File: src/rtl/vga_tile_renderer.sv
// VGA read side of the 40x30 tile map: 640x480@60 timing, tile address generation,
// and 3-stage pixel pipeline expanding tile codes into RGB332 with delay-matched syncs.
module vga_tile_renderer #(
  parameter int H_VIS  = 640,
  parameter int H_FP   = 16,
  parameter int H_SYNC = 96,
  parameter int H_BP   = 48,
  parameter int V_VIS  = 480,
  parameter int V_FP   = 10,
  parameter int V_SYNC = 2,
  parameter int V_BP   = 33,
  parameter int MAP_W  = 40
) (
  input  logic        clk,
  input  logic        rst,
  output logic [10:0] addr_vga,
  input  logic [2:0]  dout_vga,
  output logic [7:0]  rgb,
  output logic        hsync,
  output logic        vsync,
  output logic        blank,
  output logic        frame_tick
);
  localparam int STAGES = 2;
  localparam logic [9:0] HV     = 10'(H_VIS);
  localparam logic [9:0] HS_B   = 10'(H_VIS + H_FP);
  localparam logic [9:0] HS_E   = 10'(H_VIS + H_FP + H_SYNC);
  localparam logic [9:0] H_LAST = 10'(H_VIS + H_FP + H_SYNC + H_BP - 1);
  localparam logic [9:0] VV     = 10'(V_VIS);
  localparam logic [9:0] VS_B   = 10'(V_VIS + V_FP);
  localparam logic [9:0] VS_E   = 10'(V_VIS + V_FP + V_SYNC);
  localparam logic [9:0] V_LAST = 10'(V_VIS + V_FP + V_SYNC + V_BP - 1);

  // Sideband travelling alongside the RAM access; hs/vs are active-high here.
  typedef struct packed {
    logic [3:0] ox;
    logic [3:0] oy;
    logic       hs;
    logic       vs;
    logic       ft;
  } side_t;

  logic [9:0]        hc, vc;
  logic              vis0;
  side_t             s0;
  side_t             s1, s2;
  logic [STAGES:1]   vld_pipe;
  logic [4:0]        row;
  logic [5:0]        col;
  logic [10:0]       row_base;

  always_ff @(posedge clk or posedge rst) begin
    if (rst) begin
      hc <= '0;
      vc <= '0;
    end else if (hc == H_LAST) begin
      hc <= '0;
      vc <= (vc == V_LAST) ? '0 : vc + 10'd1;
    end else begin
      hc <= hc + 10'd1;
    end
  end

  always_comb begin
    vis0  = (hc < HV) && (vc < VV);
    s0    = '0;
    s0.ox = hc[3:0];
    s0.oy = vc[3:0];
    s0.hs = (hc >= HS_B) && (hc < HS_E);
    s0.vs = (vc >= VS_B) && (vc < VS_E);
    s0.ft = (hc == 10'd0) && (vc == VV);
  end

  assign row = vc[8:4];
  assign col = hc[9:4];
  // Row*40 as two shifts; the generic multiply only exists for other map widths.
  assign row_base = (MAP_W == 40) ? ({1'b0, row, 5'b0} + {3'b0, row, 3'b0})
                                  : 11'(row * MAP_W);

  always_ff @(posedge clk or posedge rst) begin
    if (rst) begin
      addr_vga <= '0;
      s1       <= '0;
      s2       <= '0;
      vld_pipe <= '0;
    end else begin
      addr_vga <= vis0 ? (row_base + {5'b0, col}) : 11'd0;
      s1       <= s0;
      s2       <= s1;
      vld_pipe <= {vld_pipe[STAGES-1:1], vis0};
    end
  end

  function automatic logic [7:0] palette(input logic [2:0] code,
                                         input logic [3:0] ox,
                                         input logic [3:0] oy);
    logic [7:0] c;
    c = 8'h00;
    case (code)
      3'd0: c = 8'h00;
      3'd1: c = 8'h03;
      3'd2: c = (ox >= 4'd6 && ox <= 4'd9 && oy >= 4'd6 && oy <= 4'd9) ? 8'hFF : 8'h00;
      3'd3: c = (ox >= 4'd4 && ox <= 4'd11 && oy >= 4'd4 && oy <= 4'd11) ? 8'hFF : 8'h00;
      3'd4: c = 8'hFC;
      3'd5: c = 8'hE0;
      3'd6: c = (oy == 4'd7 || oy == 4'd8) ? 8'hF3 : 8'h00;
      3'd7: c = 8'h1C;
      default: c = 8'h00;
    endcase
    return c;
  endfunction

  always_ff @(posedge clk or posedge rst) begin
    if (rst) begin
      rgb        <= 8'h00;
      hsync      <= 1'b1;
      vsync      <= 1'b1;
      blank      <= 1'b1;
      frame_tick <= 1'b0;
    end else begin
      rgb        <= vld_pipe[STAGES] ? palette(dout_vga, s2.ox, s2.oy) : 8'h00;
      hsync      <= ~s2.hs;
      vsync      <= ~s2.vs;
      blank      <= ~vld_pipe[STAGES];
      frame_tick <= s2.ft;
    end
  end
endmodule

File: config.mk
export PLATFORM = sky130hd
export DESIGN_NAME = vga_tile_renderer
export DESIGN_NICKNAME = d
export VERILOG_FILES = /design/src/rtl/vga_tile_renderer.sv
export SDC_FILE = /design/constraint.sdc
export NUM_CORES = 1
export LEC_CHECK = 0
export ABC_CLOCK_PERIOD_IN_PS = 3300
export CAP_MARGIN = 15
export CORE_UTILIZATION = 58
export CTS_BUF_LIST = sky130_fd_sc_hd__clkbuf_8
export CTS_CLUSTER_SIZE = 20
export DETAILED_ROUTE_END_ITERATION = 16
export GPL_ROUTABILITY_DRIVEN = 0
export PLACE_DENSITY_LB_ADDON = 0.08
export SETUP_SLACK_MARGIN = 0.05
export SYNTH_ARGS = -nofsm -noshare
export SYNTH_HDL_FRONTEND = slang
export SYNTH_SLANG_ARGS = --single-unit
File: constraint.sdc
create_clock -name clk -period 3.3 [get_ports clk]
set_clock_uncertainty 0.15 [all_clocks]
set_input_delay 0.99 -clock clk [delete_from_list [all_inputs] [get_ports clk]]
set_output_delay 0.99 -clock clk [all_outputs]
set_load 0.05 [all_outputs]
# Word-level counts from Yosys, hierarchy flattened
# Cells that the tools add are included.
[totals]
word_cells = 73
output_inout_bits = 23
reg_bits = 67
[classes]
bitwise_logic = 3
muxes = 8
eq_ne = 12
n_reduce_logical = 13
addsub = 4
order_cmp = 14
[op_table]
columns = ["op", "n"]
rows = [
  ["8-bit one-hot mux with 8 select lines", 1],
  ["8-bit 2-to-1 mux", 4],
  ["10-bit by 1-bit adder with 10-bit output, second input constant", 2],
  ["10-bit equality test, second input constant", 2],
  ["10-bit less-than comparator, second input constant", 2],
  ["10-bit by 9-bit less-than comparator with 1-bit output, second input constant", 2],
  ["10-bit 2-to-1 mux", 2],
  ["4-bit by 3-bit greater-or-equal comparator with 1-bit output, second input constant", 4],
  ["4-bit less-or-equal comparator, second input constant", 4],
  ["3-bit equality test, second input constant", 4],
  ["10-bit by 8-bit adder with 11-bit output", 1],
  ["11-bit by 6-bit adder with 11-bit output", 1],
  ["11-bit 2-to-1 mux", 1],
  ["10-bit by 9-bit equality test with 1-bit output, second input constant", 1],
  ["10-bit greater-or-equal comparator, second input constant", 1],
  ["10-bit by 9-bit greater-or-equal comparator with 1-bit output, second input constant", 1],
  ["1-bit logical AND", 10],
  ["10-bit zero test", 1],
  ["3-bit by 2-bit equality test with 1-bit output, second input constant", 2],
  ["4-bit by 3-bit equality test with 1-bit output, second input constant", 1],
  ["4-bit equality test, second input constant", 1],
  ["3-bit by 1-bit equality test with 1-bit output, second input constant", 1],
  ["3-bit zero test", 1],
  ["1-bit NOT", 3],
  ["1-bit logical OR", 1],
]

# Logic depth before layout (Yosys ltp)
[logic_depth]
word_depth = 7
mapped_depth = 7

# Worst setup path after synthesis
# OpenSTA, ideal clock, no wires.
[synth_timing]
path_type = "register to register"
startpoint = "register hc[9]"
endpoint = "register addr_vga[10]"
path_stages_with_launch = 7
arrival_time_ns = 2.009
setup_slack_ns = 1.021
n_path_buf = 0
setup_time_ns = 0.120
period_less_slack_ns = 2.279
cell_sequence = "dfrtp_1 fa_1 fa_1 a21o_1 a21oi_1 nor2b_1 o211a_1"
[synth_via]
elab_chain_cells = 3
[synth_lines]
columns = ["element", "line_no", "source"]
rows = [
  ["from (decl)", "43", "logic [9:0] hc, vc;"],
  ["from (signal assigned)", "60", "hc <= hc + 10'd1;"],
  ["10-bit less-than comparator", "65", "vis0 = (hc < HV) && (vc < VV);"],
  ["1-bit logical AND", "65", ""],
  ["11-bit 2-to-1 mux (*)", "87", "addr_vga <= vis0 ? (row_base + {5'b0, col}) : 11'd0;"],
  ["to (signal assigned)", "87", ""],
  ["to (decl)", "16", "output logic [10:0] addr_vga,"],
]
# Mark *: on every way between the ends. The rest lies on a longest branch, timed or not.
# A chain may end at the register's enable or synchronous reset.

# Worst setup path after layout
[layout_timing]
startpoint = "register blank"
endpoint = "output blank"
[layout_lines]
columns = ["element", "line_no", "source"]
rows = [
  ["from (decl)", "21", "output logic blank,"],
  ["from (signal assigned)", "124", "blank <= ~vld_pipe[STAGES];"],
]
# No word-level cell between the ends.

==> summary.log <==
qor: detailed_routing.drtPass1Iterations 4
qor: synth.synth_top_flop_cell sky130_fd_sc_hd__dfrtp_1
qor: clock_network.postCtsSetupRepairBufs 0
qor: global_route.grt_max_degree 33
qor: timing.achievable_frequency 359 MHz
qor: worst_setup_path.worst_ep_required 2.16 ns
qor: worst_setup_path.r2r-end addr_vga[10]
qor: place.io_buffer_count 27
qor: timing.worst_slew_margin_rel 53.2%
qor: synth.net_count_after_synthesis 250
qor: worst_setup_path.worstRegToRegCells 6
qor: final_layout.finish.utilization 72.2%
qor: global_route.first_global_vias 1752
qor: detailed_routing.m1WireLength 2.06 mm
qor: synth.synth.cell_area 2700 um^2
qor: synth.synthesis.instances 227
qor: worst_setup_path.cp-start-kind flop
qor: timing.final.setup.tns 0 ns
qor: synth.yosys_register_bits 63
qor: synth.yosysWarningCount 0
qor: timing.shortest_clock_period_the_worst_path_allows_after_layout 2.78 ns
qor: floorplan.ios 28
qor: run.drv_cap 0
qor: worst_setup_path.crit_chain clkdlybuf4s50_1
qor: clock_network.max-clock-path-buffers 2
qor: worst_setup_path.worst-r2r-setup-slack 0.88 ns
qor: worst_setup_path.cp.buffers_inverters 1
qor: worst_setup_path.worstPathMaxFanout 1
qor: global_route.gr_overflow_total 0
qor: pwr.pwr_density_cell 442 nW/um^2
qor: final_layout.finalNetCount 282
qor: place.postPlaceCellArea 3010 um^2
qor: timing.finalCritPeriodShare 84.3%
qor: final_layout.flow.area_growth_from_synthesis 18.1%
qor: final_layout.fraction_of_final_layout_cells_sized_beyond_drive_strength_1 10.6%
qor: synth.number_of_enable_type_register_cells_in_the_synthesized_netlist 0
qor: timing.report.final.slew_viol_count 0
qor: run_status.status finished clean
qor: worst_setup_path.crit_family buffers and inverters
qor: pwr.p_leak 0.00157 uW
qor: final_layout.antennaDiodeCount 0
qor: floorplan.die-width 70.2 um
qor: clock_network.cts_inserted_buffers 9
qor: timing.timing_hold_violations_final 0
qor: detailed_routing.drt_drc 0
qor: final_layout.mostFrequentLayoutCell sky130_fd_sc_hd__dfrtp_1
qor: floorplan.die-area 4930 um^2
qor: synth.yosysSeqAreaShare 58.6%
qor: detailed_routing.wirelength 4.36 mm
qor: global_route.first_pass_grt_wire_length 8.02 mm
qor: worst_setup_path.crit_cells 1
qor: synth.synth_async_sr_flop_share 100%
qor: worst_setup_path.worstPathArrival 1.64 ns
qor: detailed_routing.vias 1721
qor: floorplan.die_h 70.2 um
qor: worst_setup_path.cp-endpoint blank
qor: floorplan.design.core.area 4410 um^2
qor: clock_network.clock_tree_from_tritoncts done
qor: worst_setup_path.critical_path_top_delay_cell sky130_fd_sc_hd__clkdlybuf4s50_1
qor: detailed_routing.drt-initial-drc-count 92
qor: worst_setup_path.worstSetupEndpointType primary output
qor: clock_network.clock_tree.htree_level_count 3
qor: clock_network.post_cts.resized_instances 0
qor: synth.yosysUniqueCellTypes 40
qor: final_layout.stdcell_area 3190 um^2
qor: detailed_routing.vias_per_cell 5.45
qor: global_route.grt_use_total 21.5%
qor: clock_network.source_to_sink_clock_delay_at_the_later_pin_of_the_worst_skew_pair 0.33 ns
qor: synth.syn_area_per_cell 11.9 um^2
qor: pwr.ir_drop 0.233 mV
qor: detailed_routing.met2RoutedLength 2.05 mm
qor: final_layout.mostFrequentLayoutCells 60 x sky130_fd_sc_hd__dfrtp_1, 27 x sky130_fd_sc_hd__clkdlybuf4s50_1, 16 x sky130_fd_sc_hd__ha_1
qor: clock_network.cts_hold_buf 0
qor: worst_hold_path.hp-class flop to flop
qor: timing.final_setup_violation_count 0
qor: detailed_routing.dr.max_layer_used met4
qor: floorplan.rows 24
qor: timing.timing_worst_slew_pin_value 0.696 ns
qor: place.detailed_place_hpwl 3.14 mm
qor: worst_setup_path.critical-path-max-stage-delay 0.79 ns
qor: detailed_routing.wl_per_cell 13.8 um
qor: global_route.grt_antenna_before_repair 0
qor: clock_network.cts_root_buffer sky130_fd_sc_hd__clkbuf_8
qor: worst_setup_path.crit_start blank
qor: floorplan.start_util 61.1%
qor: detailed_routing.residual_antenna_violating_net_count_after_detailed_routing 0
qor: detailed_routing.met3RoutedLength 206 um
qor: timing.setup_repair_after_global_routing_missed_its_margin no
qor: worst_setup_path.r2r_start hc[9]
qor: clock_network.cts.reportedPaths.clkPinSlew 0.07 ns
qor: clock_network.cts.sinks 63
qor: worst_setup_path.startpoint_to_endpoint_class_of_the_critical_path flop to primary output
-- power breakdown --
part / switching [uW] / internal [uW]
Combinational: 42.1 / 19.2
Sequential: 1.26 / 775
Clock: 299 / 273
-- metal layers --
layer  GRT usage [%]  vias to the layer above
li1                -                      841
met4            6.67                        0
met3            7.79                        5
met5               0                        -
met1            29.5                      838
met2            32.4                       37
-- cells by family after synthesis --
group                    after synthesis  synth area share (%)
AO/OA/AOI/OAI                         30                  6.82
buffers and inverters                 23                  3.94
XOR/XNOR                              17                  5.80
flip-flops                            63                  58.6
AND/OR/NAND/NOR                       76                  15.9
adder cells (fa/ha/maj)               18                  8.91
-- cell usage after synthesis, types with 2 or more instances --
library cell	n	share of area (%)
sky130_fd_sc_hd__nand2b_1	3	0.70
sky130_fd_sc_hd__nor2b_1	4	0.93
sky130_fd_sc_hd__a21oi_1	9	1.7
sky130_fd_sc_hd__and4_1	2	0.65
sky130_fd_sc_hd__nor4_1	4	0.93
sky130_fd_sc_hd__nor3_1	7	1.3
sky130_fd_sc_hd__xnor2_1	6	1.9
sky130_fd_sc_hd__dfrtp_1	60	56
sky130_fd_sc_hd__buf_4	4	1.1
sky130_fd_sc_hd__and2_1	6	1.4
sky130_fd_sc_hd__a21o_1	2	0.56
sky130_fd_sc_hd__nand4_1	7	1.6
sky130_fd_sc_hd__a31oi_1	3	0.70
sky130_fd_sc_hd__o21ai_1	2	0.37
sky130_fd_sc_hd__nor4b_1	2	0.65
sky130_fd_sc_hd__buf_2	4	0.74
sky130_fd_sc_hd__nand3b_1	2	0.56
sky130_fd_sc_hd__and3_1	2	0.46
sky130_fd_sc_hd__nor2_1	13	1.8
sky130_fd_sc_hd__nand2_1	13	1.8
sky130_fd_sc_hd__nand3_1	7	1.3
sky130_fd_sc_hd__o21ai_0	6	1.1
sky130_fd_sc_hd__dfstp_2	3	2.9
sky130_fd_sc_hd__xor2_1	10	3.2
sky130_fd_sc_hd__o31ai_1	2	0.56
sky130_fd_sc_hd__fa_1	2	1.5
sky130_fd_sc_hd__inv_1	14	1.9
sky130_fd_sc_hd__ha_1	16	7.4
-- area by class of cell --
cell class / count / area (um^2)
clock buffer: 9 / 124
fill: 335 / 1230
timing repair buffer: 30 / 305
multi-input combinational: 141 / 1010
inverter: 14 / 52.6
clock inverter: 7 / 48.8
sequential: 63 / 1580
tap: 52 / 65.1
-- flip-flops by register name (all words and copies together) (netlist names), 2 cells and up --
name	cells
addr_vga	11
hc	10
rgb	4
s1	11
s2	11
vc	10
vld_pipe	2
-- metrics by stage --
step / setup WS [ns] / instances / hold WS, ns / total power (uW)
floorplan: 0.595 / 227 / 0.181 / 832
global placement: 0.623 / 300 / 0.181 / 853
detailed placement: 0.584 / 300 / 0.186 / 853
CTS: 0.500 / 316 / 0.197 / 1430
global route: 0.454 / 316 / 0.203 / 1470
finish: 0.518 / 316 / 0.198 / 1410
-- worst min-delay path by stage --
stage,startpoint,endpoint,slack (ns),cells past startpoint
6_report,s1[9],s2[9],0.20,0
5_1_grt,s1[9],s2[9],0.20,0
4_1_cts,s1[9],s2[9],0.20,0
3_5_place_dp,s1[9],s2[9],0.19,0
3_3_place_gp,s1[9],s2[9],0.18,0
2_1_floorplan,s2[0],frame_tick,0.18,0
(Power assumes the default switching activity.)
